===== src/rtl/spi_mem_pkg.sv =====
// Shared types and constants for the burst SPI register memory.
package spi_mem_pkg;

  typedef enum logic [1:0] {
    IDLE  = 2'd0,
    CMD   = 2'd1,
    WRITE = 2'd2,
    READ  = 2'd3
  } state_e;

  localparam int unsigned CPOL_BIT = 1;
  localparam int unsigned CPHA_BIT = 0;
  localparam logic        RW_READ  = 1'b1;

  function automatic logic mode_cpol(input int unsigned mode);
    return 1'((mode >> CPOL_BIT) & 32'd1);
  endfunction

  function automatic logic mode_cpha(input int unsigned mode);
    return 1'((mode >> CPHA_BIT) & 32'd1);
  endfunction

endpackage


===== src/rtl/spi_sync_edge.sv =====
// Pin synchronisers and single-cycle SPI edge / chip-select event pulses.
module spi_sync_edge #(
  parameter int unsigned SPI_MODE = 0
) (
  input  logic clk,
  input  logic rst_n,
  input  logic sclk_i,
  input  logic cs_i,
  input  logic mosi_i,
  output logic mosi_o,
  output logic sample_edge_c_o,
  output logic shift_edge_c_o,
  output logic cs_fall_c_o,
  output logic cs_rise_c_o
);
  import spi_mem_pkg::*;

  localparam logic CPOL           = mode_cpol(SPI_MODE);
  localparam logic CPHA           = mode_cpha(SPI_MODE);
  localparam logic SAMPLE_ON_RISE = (CPOL == CPHA);

  logic [2:0] sclk_q;
  logic [2:0] cs_q;
  logic [1:0] mosi_q;
  logic       sclk_rise_c;
  logic       sclk_fall_c;

  // cs resets as "asserted" so a frame already running at release cannot start one
  always_ff @(posedge clk or negedge rst_n) begin
    if (!rst_n) begin
      sclk_q <= {3{CPOL}};
      cs_q   <= '0;
      mosi_q <= '0;
    end else begin
      sclk_q <= {sclk_q[1:0], sclk_i};
      cs_q   <= {cs_q[1:0], cs_i};
      mosi_q <= {mosi_q[0], mosi_i};
    end
  end

  assign sclk_rise_c     = sclk_q[1] & ~sclk_q[2];
  assign sclk_fall_c     = ~sclk_q[1] & sclk_q[2];
  assign sample_edge_c_o = SAMPLE_ON_RISE ? sclk_rise_c : sclk_fall_c;
  assign shift_edge_c_o  = SAMPLE_ON_RISE ? sclk_fall_c : sclk_rise_c;
  assign cs_fall_c_o     = ~cs_q[1] & cs_q[2];
  assign cs_rise_c_o     = cs_q[1] & ~cs_q[2];
  assign mosi_o          = mosi_q[1];

endmodule


===== src/rtl/spi_memory_burst.sv =====
// SPI slave register memory: address+R/W command, then auto-incrementing burst words.
module spi_memory_burst #(
  parameter int unsigned ADDR_W   = 7,
  parameter int unsigned DATA_W   = 8,
  parameter int unsigned DEPTH    = 128,
  parameter int unsigned SPI_MODE = 0,
  parameter int unsigned LED_W    = 4
) (
  input  logic             clk,
  input  logic             rst_n,
  input  logic             sclk_pin,
  input  logic             cs_pin,
  input  logic             mosi_pin,
  output logic             miso_pin,
  output logic             miso_oe,
  output logic [LED_W-1:0] leds
);
  import spi_mem_pkg::*;

  localparam int unsigned CNT_W   = $clog2(DATA_W + ADDR_W + 1);
  localparam int unsigned SHIFT_W = (ADDR_W + 1 > DATA_W) ? ADDR_W + 1 : DATA_W;
  localparam int unsigned IDX_W   = (DEPTH > 1) ? $clog2(DEPTH) : 1;
  localparam logic        CPHA    = mode_cpha(SPI_MODE);

  state_e              state_q, state_d;
  logic [CNT_W-1:0]    cnt_q, cnt_d;
  logic [SHIFT_W-2:0]  shift_q, shift_d;
  logic [ADDR_W-1:0]   addr_q, addr_d;
  logic [DATA_W-1:0]   rdata_q, rdata_d;
  logic                miso_q, miso_d;
  logic                oe_q, oe_d;
  logic [LED_W-1:0]    leds_q, leds_d;

  logic [DATA_W-1:0]   mem_q [DEPTH];

  logic                mosi_s;
  logic                sample_c, shift_c, cs_fall_c, cs_rise_c;
  logic [SHIFT_W-1:0]  shift_new_c;
  logic [ADDR_W-1:0]   cmd_addr_c, addr_inc_c, rd_addr_c;
  logic [DATA_W-1:0]   rd_word_c;
  logic                wr_in_range_c;
  logic                mem_we_c;
  logic [DATA_W-1:0]   mem_wdata_c;

  spi_sync_edge #(.SPI_MODE(SPI_MODE)) u_sync (
    .clk             (clk),
    .rst_n           (rst_n),
    .sclk_i          (sclk_pin),
    .cs_i            (cs_pin),
    .mosi_i          (mosi_pin),
    .mosi_o          (mosi_s),
    .sample_edge_c_o (sample_c),
    .shift_edge_c_o  (shift_c),
    .cs_fall_c_o     (cs_fall_c),
    .cs_rise_c_o     (cs_rise_c)
  );

  assign shift_new_c   = {shift_q, mosi_s};
  assign cmd_addr_c    = shift_new_c[ADDR_W:1];
  assign addr_inc_c    = (32'(addr_q) == DEPTH - 1) ? '0 : addr_q + ADDR_W'(1);
  assign wr_in_range_c = 32'(addr_q) < DEPTH;
  // Single read port: the command address on entry to READ, else the next burst address
  assign rd_addr_c     = (state_q == CMD) ? cmd_addr_c : addr_inc_c;
  assign rd_word_c     = (32'(rd_addr_c) < DEPTH) ? mem_q[rd_addr_c[IDX_W-1:0]] : '0;

  always_ff @(posedge clk or negedge rst_n) begin
    if (!rst_n) begin
      state_q <= IDLE;
      cnt_q   <= '0;
      shift_q <= '0;
      addr_q  <= '0;
      rdata_q <= '0;
      miso_q  <= 1'b0;
      oe_q    <= 1'b0;
      leds_q  <= '0;
    end else begin
      state_q <= state_d;
      cnt_q   <= cnt_d;
      shift_q <= shift_d;
      addr_q  <= addr_d;
      rdata_q <= rdata_d;
      miso_q  <= miso_d;
      oe_q    <= oe_d;
      leds_q  <= leds_d;
    end
  end

  always_ff @(posedge clk) begin
    if (mem_we_c) mem_q[addr_q[IDX_W-1:0]] <= mem_wdata_c;
  end

  always_comb begin
    state_d     = state_q;
    cnt_d       = cnt_q;
    shift_d     = shift_q;
    addr_d      = addr_q;
    rdata_d     = rdata_q;
    miso_d      = miso_q;
    oe_d        = oe_q;
    leds_d      = leds_q;
    mem_we_c    = 1'b0;
    mem_wdata_c = shift_new_c[DATA_W-1:0];

    if (cs_rise_c) begin
      state_d = IDLE;
      cnt_d   = '0;
      miso_d  = 1'b0;
      oe_d    = 1'b0;
    end else begin
      case (state_q)
        IDLE: begin
          if (cs_fall_c) begin
            state_d = CMD;
            cnt_d   = '0;
            shift_d = '0;
          end
        end

        CMD: begin
          if (sample_c) begin
            shift_d = shift_new_c[SHIFT_W-2:0];
            if (cnt_q == CNT_W'(ADDR_W)) begin
              cnt_d  = '0;
              addr_d = cmd_addr_c;
              if (shift_new_c[0] == RW_READ) begin
                state_d = READ;
                oe_d    = 1'b1;
                // CPHA=0 presents the MSB before the first data sample edge
                if (!CPHA) begin
                  miso_d  = rd_word_c[DATA_W-1];
                  rdata_d = {rd_word_c[DATA_W-2:0], 1'b0};
                end else begin
                  rdata_d = rd_word_c;
                end
              end else begin
                state_d = WRITE;
              end
            end else begin
              cnt_d = cnt_q + CNT_W'(1);
            end
          end
        end

        WRITE: begin
          if (sample_c) begin
            shift_d = shift_new_c[SHIFT_W-2:0];
            if (cnt_q == CNT_W'(DATA_W - 1)) begin
              cnt_d  = '0;
              addr_d = addr_inc_c;
              if (wr_in_range_c) begin
                mem_we_c = 1'b1;
                leds_d   = shift_new_c[LED_W-1:0];
              end
            end else begin
              cnt_d = cnt_q + CNT_W'(1);
            end
          end
        end

        READ: begin
          if (sample_c) begin
            if (cnt_q == CNT_W'(DATA_W - 1)) begin
              cnt_d  = '0;
              addr_d = addr_inc_c;
              if (!CPHA) begin
                miso_d  = rd_word_c[DATA_W-1];
                rdata_d = {rd_word_c[DATA_W-2:0], 1'b0};
              end else begin
                rdata_d = rd_word_c;
              end
            end else begin
              cnt_d = cnt_q + CNT_W'(1);
            end
          end else if (shift_c && (CPHA || cnt_q != '0)) begin
            // With CPHA=0 the shift edge ahead of a word's first sample is already served
            miso_d  = rdata_q[DATA_W-1];
            rdata_d = {rdata_q[DATA_W-2:0], 1'b0};
          end
        end

        default: state_d = IDLE;
      endcase
    end
  end

  assign miso_pin = miso_q;
  assign miso_oe  = oe_q;
  assign leds     = leds_q;

endmodule


===== config.mk =====
export PLATFORM = sky130hd
export DESIGN_NAME = spi_memory_burst
export DESIGN_NICKNAME = d
export VERILOG_FILES = /design/src/rtl/spi_mem_pkg.sv /design/src/rtl/spi_sync_edge.sv /design/src/rtl/spi_memory_burst.sv
export SDC_FILE = /design/constraint.sdc
export NUM_CORES = 1
export LEC_CHECK = 0
export CORE_ASPECT_RATIO = 1.75
export CORE_UTILIZATION = 33
export CTS_BUF_LIST = sky130_fd_sc_hd__clkbuf_4 sky130_fd_sc_hd__clkbuf_8 sky130_fd_sc_hd__clkbuf_16
export DETAILED_ROUTE_END_ITERATION = 16
export GPL_ROUTABILITY_DRIVEN = 1
export GPL_TIMING_DRIVEN = 1
export SLEW_MARGIN = 20
export SYNTH_ARGS = -nofsm -noshare
export SYNTH_HDL_FRONTEND = slang
export SYNTH_HIERARCHICAL = 1
export SYNTH_SLANG_ARGS = --single-unit

===== constraint.sdc =====
create_clock -name clk -period 10.7 [get_ports clk]
set_input_delay 1.605 -clock clk [delete_from_list [all_inputs] [get_ports clk]]
set_output_delay 1.605 -clock clk [all_outputs]
set_load 0.02 [all_outputs]

==> impl_metrics.ini, run 1 <==
[power_and_ir_drop]
leakagePower_nw = 16.0
pwr_density_cell_nw_per_um2 = 271
vdd_drop_max_v = 0.000247

[sta]
tightest_slew_ns = 1.23
hold_ws_ns = 0.358
drv_slew = 0
setup_viol = 0
max-slew-margin-rel_pct = 17.8
final.setup_skew_ns = 0.0343
finalHoldViolations = 0
rsz0062_at_grt = false
min_period_ns = 5.58
finalCritPeriodShare_pct = 52.1
timing.setup.tns_ns = 0
timing.fmax_mhz = 179

[setup_path]
crit_required_ns = 11.30
end_kind = flop
rrSetupSlack_ns = 5.12
worstPathArrival_ns = 6.18
r2r_start = cmd_addr_c[1]$_DFFE_PN0P_
critical_path_class = flop to flop
crit_fanout = 136
reg2reg_depth = 11
worstReg2RegEnd = miso_pin$_DFFE_PN0P_
crit_path_start = cmd_addr_c[1]$_DFFE_PN0P_
start_kind = flop

[clock_network]
clock_path_buffers = 3
cts_root_buf = clkbuf_16
clk_pin_slew_ns = 0.07
clkLatencyLatePin_ns = 0.70
cts.sink_count = 1065
h-tree-depth = 3
postCtsSetupBuffers = 0
cts_hold_buf = 0
cts_tree = built
cts_resized = 0
cts_buffers = 88

[placed_design]
placed_cell_area_um2 = 45400
io_buffers = 10
dp_hpwl_um = 77600
gp_congestion = 0.907

[cells_and_area]
area_delta_synth_final_pct = 11.0
num-fill-cells = 12400
finalInstanceArea_um2 = 48400
drive_gt1_share_pct = 9.25
fin_util_pct = 36.8
nNetsFinal = 3214

[global_routing]
grtUsageMet1_pct = 20.9
grt_antenna_before_repair = 4
use_met3_pct = 2.94
grt_pass1_vias = 26600
grt.overflow.total = 0
grt_pass1_wl_um = 188000
grt_start_max_net_pins = 156
grt-busiest-layer = met2
use_met2_pct = 34.4
track_usage_pct = 19.1

[synth]
synthFlopType = edfxtp_1
synth-seq-area-share_pct = 73.0
yosys.cell_types.count = 81
syn_avg_cell_area_um2 = 13.4
syn-num-nets = 3270
synth-edff-count = 1024
synthArstFlopShare_pct = 3.85
ys_ff_latch = 1065
syn_area_um2 = 43600
syn_inst = 3258
yosysTopAreaCellShare_pct = 70.6
synth_top_cell_by_area = edfxtp_1
yosysWarnings = 6
synthTopCellsByArea = edfxtp_1 71%, nand2_1 7.3%, nand3_1 4.4%

[die]
dieWidth_um = 277
die_y_um = 483
ios = 11
core_area_um2 = 131000
die_area_um2 = 133000
rows = 176
initial_core_util_pct = 33.2

[hold_path]
worstHoldEndpoint = u_sync/mosi_q[1]$_DFF_PN0_
whs_path_depth = 0
worstHoldStart = u_sync/mosi_q[0]$_DFF_PN0_
worstHoldPathType = flop to flop

[detailed_routing]
detail_route.first_pass.iterations = 5
via_per_inst = 5.49
drtIter0Drc = 2861
vias = 27300
wirelength_um = 129000
postRouteAntennaNets = 0
wl_per_cell_um = 26.0
post-route-drc-count = 0

[outcome]
status = complete, no violations

[run]
cap_viol_max_count = 0
## synthesized netlist by cell type, types with 11 or more instances
master / instances
buf_2: 123
a21oi_1: 29
and2_1: 13
inv_1: 14
mux2i_1: 37
a311oi_1: 98
o21ai_0: 40
nor2_1: 170
nand2_1: 844
edfxtp_1: 1024
nor2b_1: 11
nor3_1: 21
nand3_1: 379
o31ai_1: 15
clkbuf_1: 56
buf_1: 13
a221oi_1: 17
dfrtp_1: 41
mux4_2: 42
a31oi_1: 29
buf_4: 18
nand4_1: 23
and3_1: 52
## layout make-up
cell class	count	area [um2]	area share [%]
diodes	2	5.00	0.0103
multi-input cells	1964	10800	22.3
flip-flops and latches	1065	31800	65.8
clock buffers	107	2360	4.88
clock inverters	56	616	1.27
well taps	1691	2120	4.37
inverters	15	56.3	0.116
repair buffers	68	599	1.24
## metrics by stage
step	std cells	setup slack [ns]	total power, mW
floorplan	3258	6.68	7.97
global placement	4801	5.18	9.70
detailed placement	4802	5.06	9.74
CTS	4965	5.05	13.1
global route	4967	4.78	13.6
finish	4968	5.12	13.1
## cell usage in the layout (no fill, tap or decap), types with 13 or more instances in the layout
cell type,instances
clkinv_2,13
a221oi_1,17
clkbuf_4,18
a21oi_1,29
a311oi_1,97
o31ai_1,15
nor3_1,19
buf_4,51
nand4_1,23
mux2i_1,37
a31oi_1,29
mux4_2,42
and3_1,52
clkinv_1,16
and2_1,13
nand3_1,379
nor2_1,164
o21ai_0,37
edfxtp_1,1024
clkbuf_16,89
dfrtp_1,33
nand2_1,843
inv_1,14
## how the worst max path moves through the flow
stage | cells after the start | to
after floorplan | 11 | rdata_q[3]$_DFFE_PN0P_
after global placement | 11 | miso_pin$_DFFE_PN0P_
after detailed placement | 11 | miso_pin$_DFFE_PN0P_
after CTS | 11 | miso_pin$_DFFE_PN0P_
after global routing | 11 | miso_pin$_DFFE_PN0P_
final | 11 | miso_pin$_DFFE_PN0P_
## critical path: stages (launching register included)
cell and delay, ns:
dfrtp_4 0.88, buf_4 0.73, mux2_8 0.64, buf_4 0.66, buf_12 0.56, nand2_1 0.10, and3_1 0.19, a311oi_1 0.28
a311oi_1 0.09, or4_1 0.59, a22o_1 0.25, a311oi_1 0.25
## flip-flops by register name, summed over array words and instances (netlist names)
| name | flops |
|---|---|
| leds | 4 |
| rdata_q | 7 |
| miso_pin | 1 |
| state_q | 2 |
| u_sync/cs_q | 3 |
| cmd_addr_c | 7 |
| mem_q | 1024 |
| addr_q | 7 |
| cnt_q | 4 |
| u_sync/mosi_q | 2 |
| u_sync/sclk_q | 3 |
| miso_oe | 1 |
## report_power, final
group	internal (mW)	switching, mW	leakage, nW
combinational	1.31	3.56	4.36
clock	1.86	1.53	1.47
sequential	4.73	0.124	10.1
## cells by family after synthesis
group           synth area share (%)
xor+xnor                      0.0402
buf+inv                         2.55
simple gates                    15.5
fa+ha+maj                      0.201
flops                           73.0
mux                             3.31
compound gates                  5.40
## per-layer routing
layer / vias up / wire (um)
li1: 12000 / -
met1: 13800 / 45000
met2: 1130 / 66500
met3: 327 / 8180
met4: 2 / 9590
met5: - / 13
Note: power is estimated with default switching activity, not from simulation.
==> inputs of run 2 (changes only) <==
==> constraint.sdc (replaced) <==
create_clock -name clk -period 5.1 [get_ports clk]
set_input_delay 0.765 -clock clk [delete_from_list [all_inputs] [get_ports clk]]
set_output_delay 0.765 -clock clk [all_outputs]
set_load 0.02 [all_outputs]
==> impl_metrics.ini, run 2 (same netlist as run 1, synthesis figures left out) <==
[setup_path]
r2r_start = addr_q[0]$_DFFE_PN0P_
end_kind = flop
critical_path_class = flop to flop
start_kind = flop
crit_required_ns = 5.73
crit_fanout = 16
rrSetupSlack_ns = 0.15
crit_path_start = addr_q[0]$_DFFE_PN0P_
worstPathArrival_ns = 5.58

[cells_and_area]
final_cell_mix = 1024 x edfxtp_1, 843 x nand2_1, 379 x nand3_1
mostFrequentLayoutCell = edfxtp_1
area_delta_synth_final_pct = 13.9
fin_util_pct = 37.8
drive_gt1_share_pct = 12.9
largest_reg_flops = 1024
nNetsFinal = 3362
num-fill-cells = 12300

[clock_network]
clkLatencyLatePin_ns = 0.73
cts_root_buf = clkbuf_16
cts_resized = 0
clk_pin_slew_ns = 0.07
clock_path_buffers = 3
cts_hold_buf = 0
cts.sink_count = 1065
cts_tree = built
cts_buffers = 90
postCtsSetupBuffers = 0
h-tree-depth = 3

[detailed_routing]
via_per_inst = 5.46
detail_route.first_pass.iterations = 6
postRouteAntennaNets = 0
wirelength_um = 134000
vias = 27900
drtIter0Drc = 2957
wl_per_cell_um = 26.2
post-route-drc-count = 0

[sta]
final.setup_skew_ns = 0.0293
setup_viol = 0
drv_slew = 0
tightest_slew_ns = 1.28
finalCritPeriodShare_pct = 97.1
rsz0062_at_grt = false
timing.setup.tns_ns = 0
timing.fmax_mhz = 202
finalHoldViolations = 0
max-slew-margin-rel_pct = 14.3
min_period_ns = 4.95

[hold_path]
worstHoldPathType = input pin to async pin

[power_and_ir_drop]
vdd_drop_max_v = 0.000363
leakagePower_nw = 16.8
pwr_density_cell_nw_per_um2 = 575

[global_routing]
grtUsageMet1_pct = 20.7
track_usage_pct = 19.8
grt_pass1_vias = 27500
grt_start_max_net_pins = 87
use_met3_pct = 2.95
grt_antenna_before_repair = 1
grt_pass1_wl_um = 192000
grt-busiest-layer = met2
grt.overflow.total = 0
use_met2_pct = 35.5

[die]
dieWidth_um = 277
core_area_um2 = 131000
rows = 176
ios = 11
die_y_um = 483
die_area_um2 = 133000
initial_core_util_pct = 33.2

[placed_design]
gp_congestion = 0.946
dp_hpwl_um = 86600
io_buffers = 10

[run]
cap_viol_max_count = 0

[outcome]
status = complete, no violations
-- run 2: metal layers --
layer / vias up / wire length (um)
met3: 389 / 7790
li1: 12300 / -
met2: 1173 / 68800
met1: 14100 / 45700
met4: 0 / 11600
met5: - / 0
-- run 2: area by class of cell --
cell class | count | area (um2) | share of cell area [%]
clock buffer | 108 | 2410 | 4.85
antenna | 2 | 5.00 | 0.0101
inverter | 15 | 56.3 | 0.113
sequential | 1065 | 31800 | 64.1
clock inverter | 58 | 553 | 1.11
tap | 1691 | 2120 | 4.26
multi-input combinational | 1964 | 10800 | 21.7
timing repair buffer | 214 | 1890 | 3.81
-- run 2: path summary, 6_finish.rpt --
kind                                              end  cells after the start
min reg2reg                u_sync/mosi_q[1]$_DFF_PN0_                      0
min in group clk           u_sync/mosi_q[1]$_DFF_PN0_                      0
max reg2reg                      miso_pin$_DFFE_PN0P_                     11
min                        u_sync/mosi_q[1]$_DFF_PN0_                      1
max                              miso_pin$_DFFE_PN0P_                     11
max in group asynchronous   cmd_addr_c[3]$_DFFE_PN0P_                      1
-- run 2: critical path, cell delays in order (launching register included) --
cell      delay (ns)
dfrtp_1         0.62
ha_1            0.37
and3_1          0.31
nor3_1          0.12
a221o_1         0.71
buf_4           0.38
nor2_1          0.97
a32oi_1         0.49
a31o_2          0.35
o21ai_0         0.10
a31oi_1         0.12
a311oi_1        0.29
-- run 2: power breakdown --
group,switching (mW),leakage [nW],internal [mW],total [mW]
logic,8.04,5.18,3.39,11.4
registers,0.188,10.1,9.92,10.1
clock network,3.22,1.46,3.77,6.99
total,11.5,16.8,17.1,28.5
-- run 2: per-stage QoR --
step	area, um2	std cells	setup WS (ns)	hold WS [ns]	power, mW
after floorplan	43600	3258	1.08	0.331	16.7
after global placement	46600	4949	0.592	0.341	21.5
after detailed placement	46600	4949	0.587	0.336	21.5
after CTS	49600	5115	0.565	0.198	28.5
after global routing	49600	5116	0.226	0.270	29.4
final	49600	5117	0.149	0.205	28.5
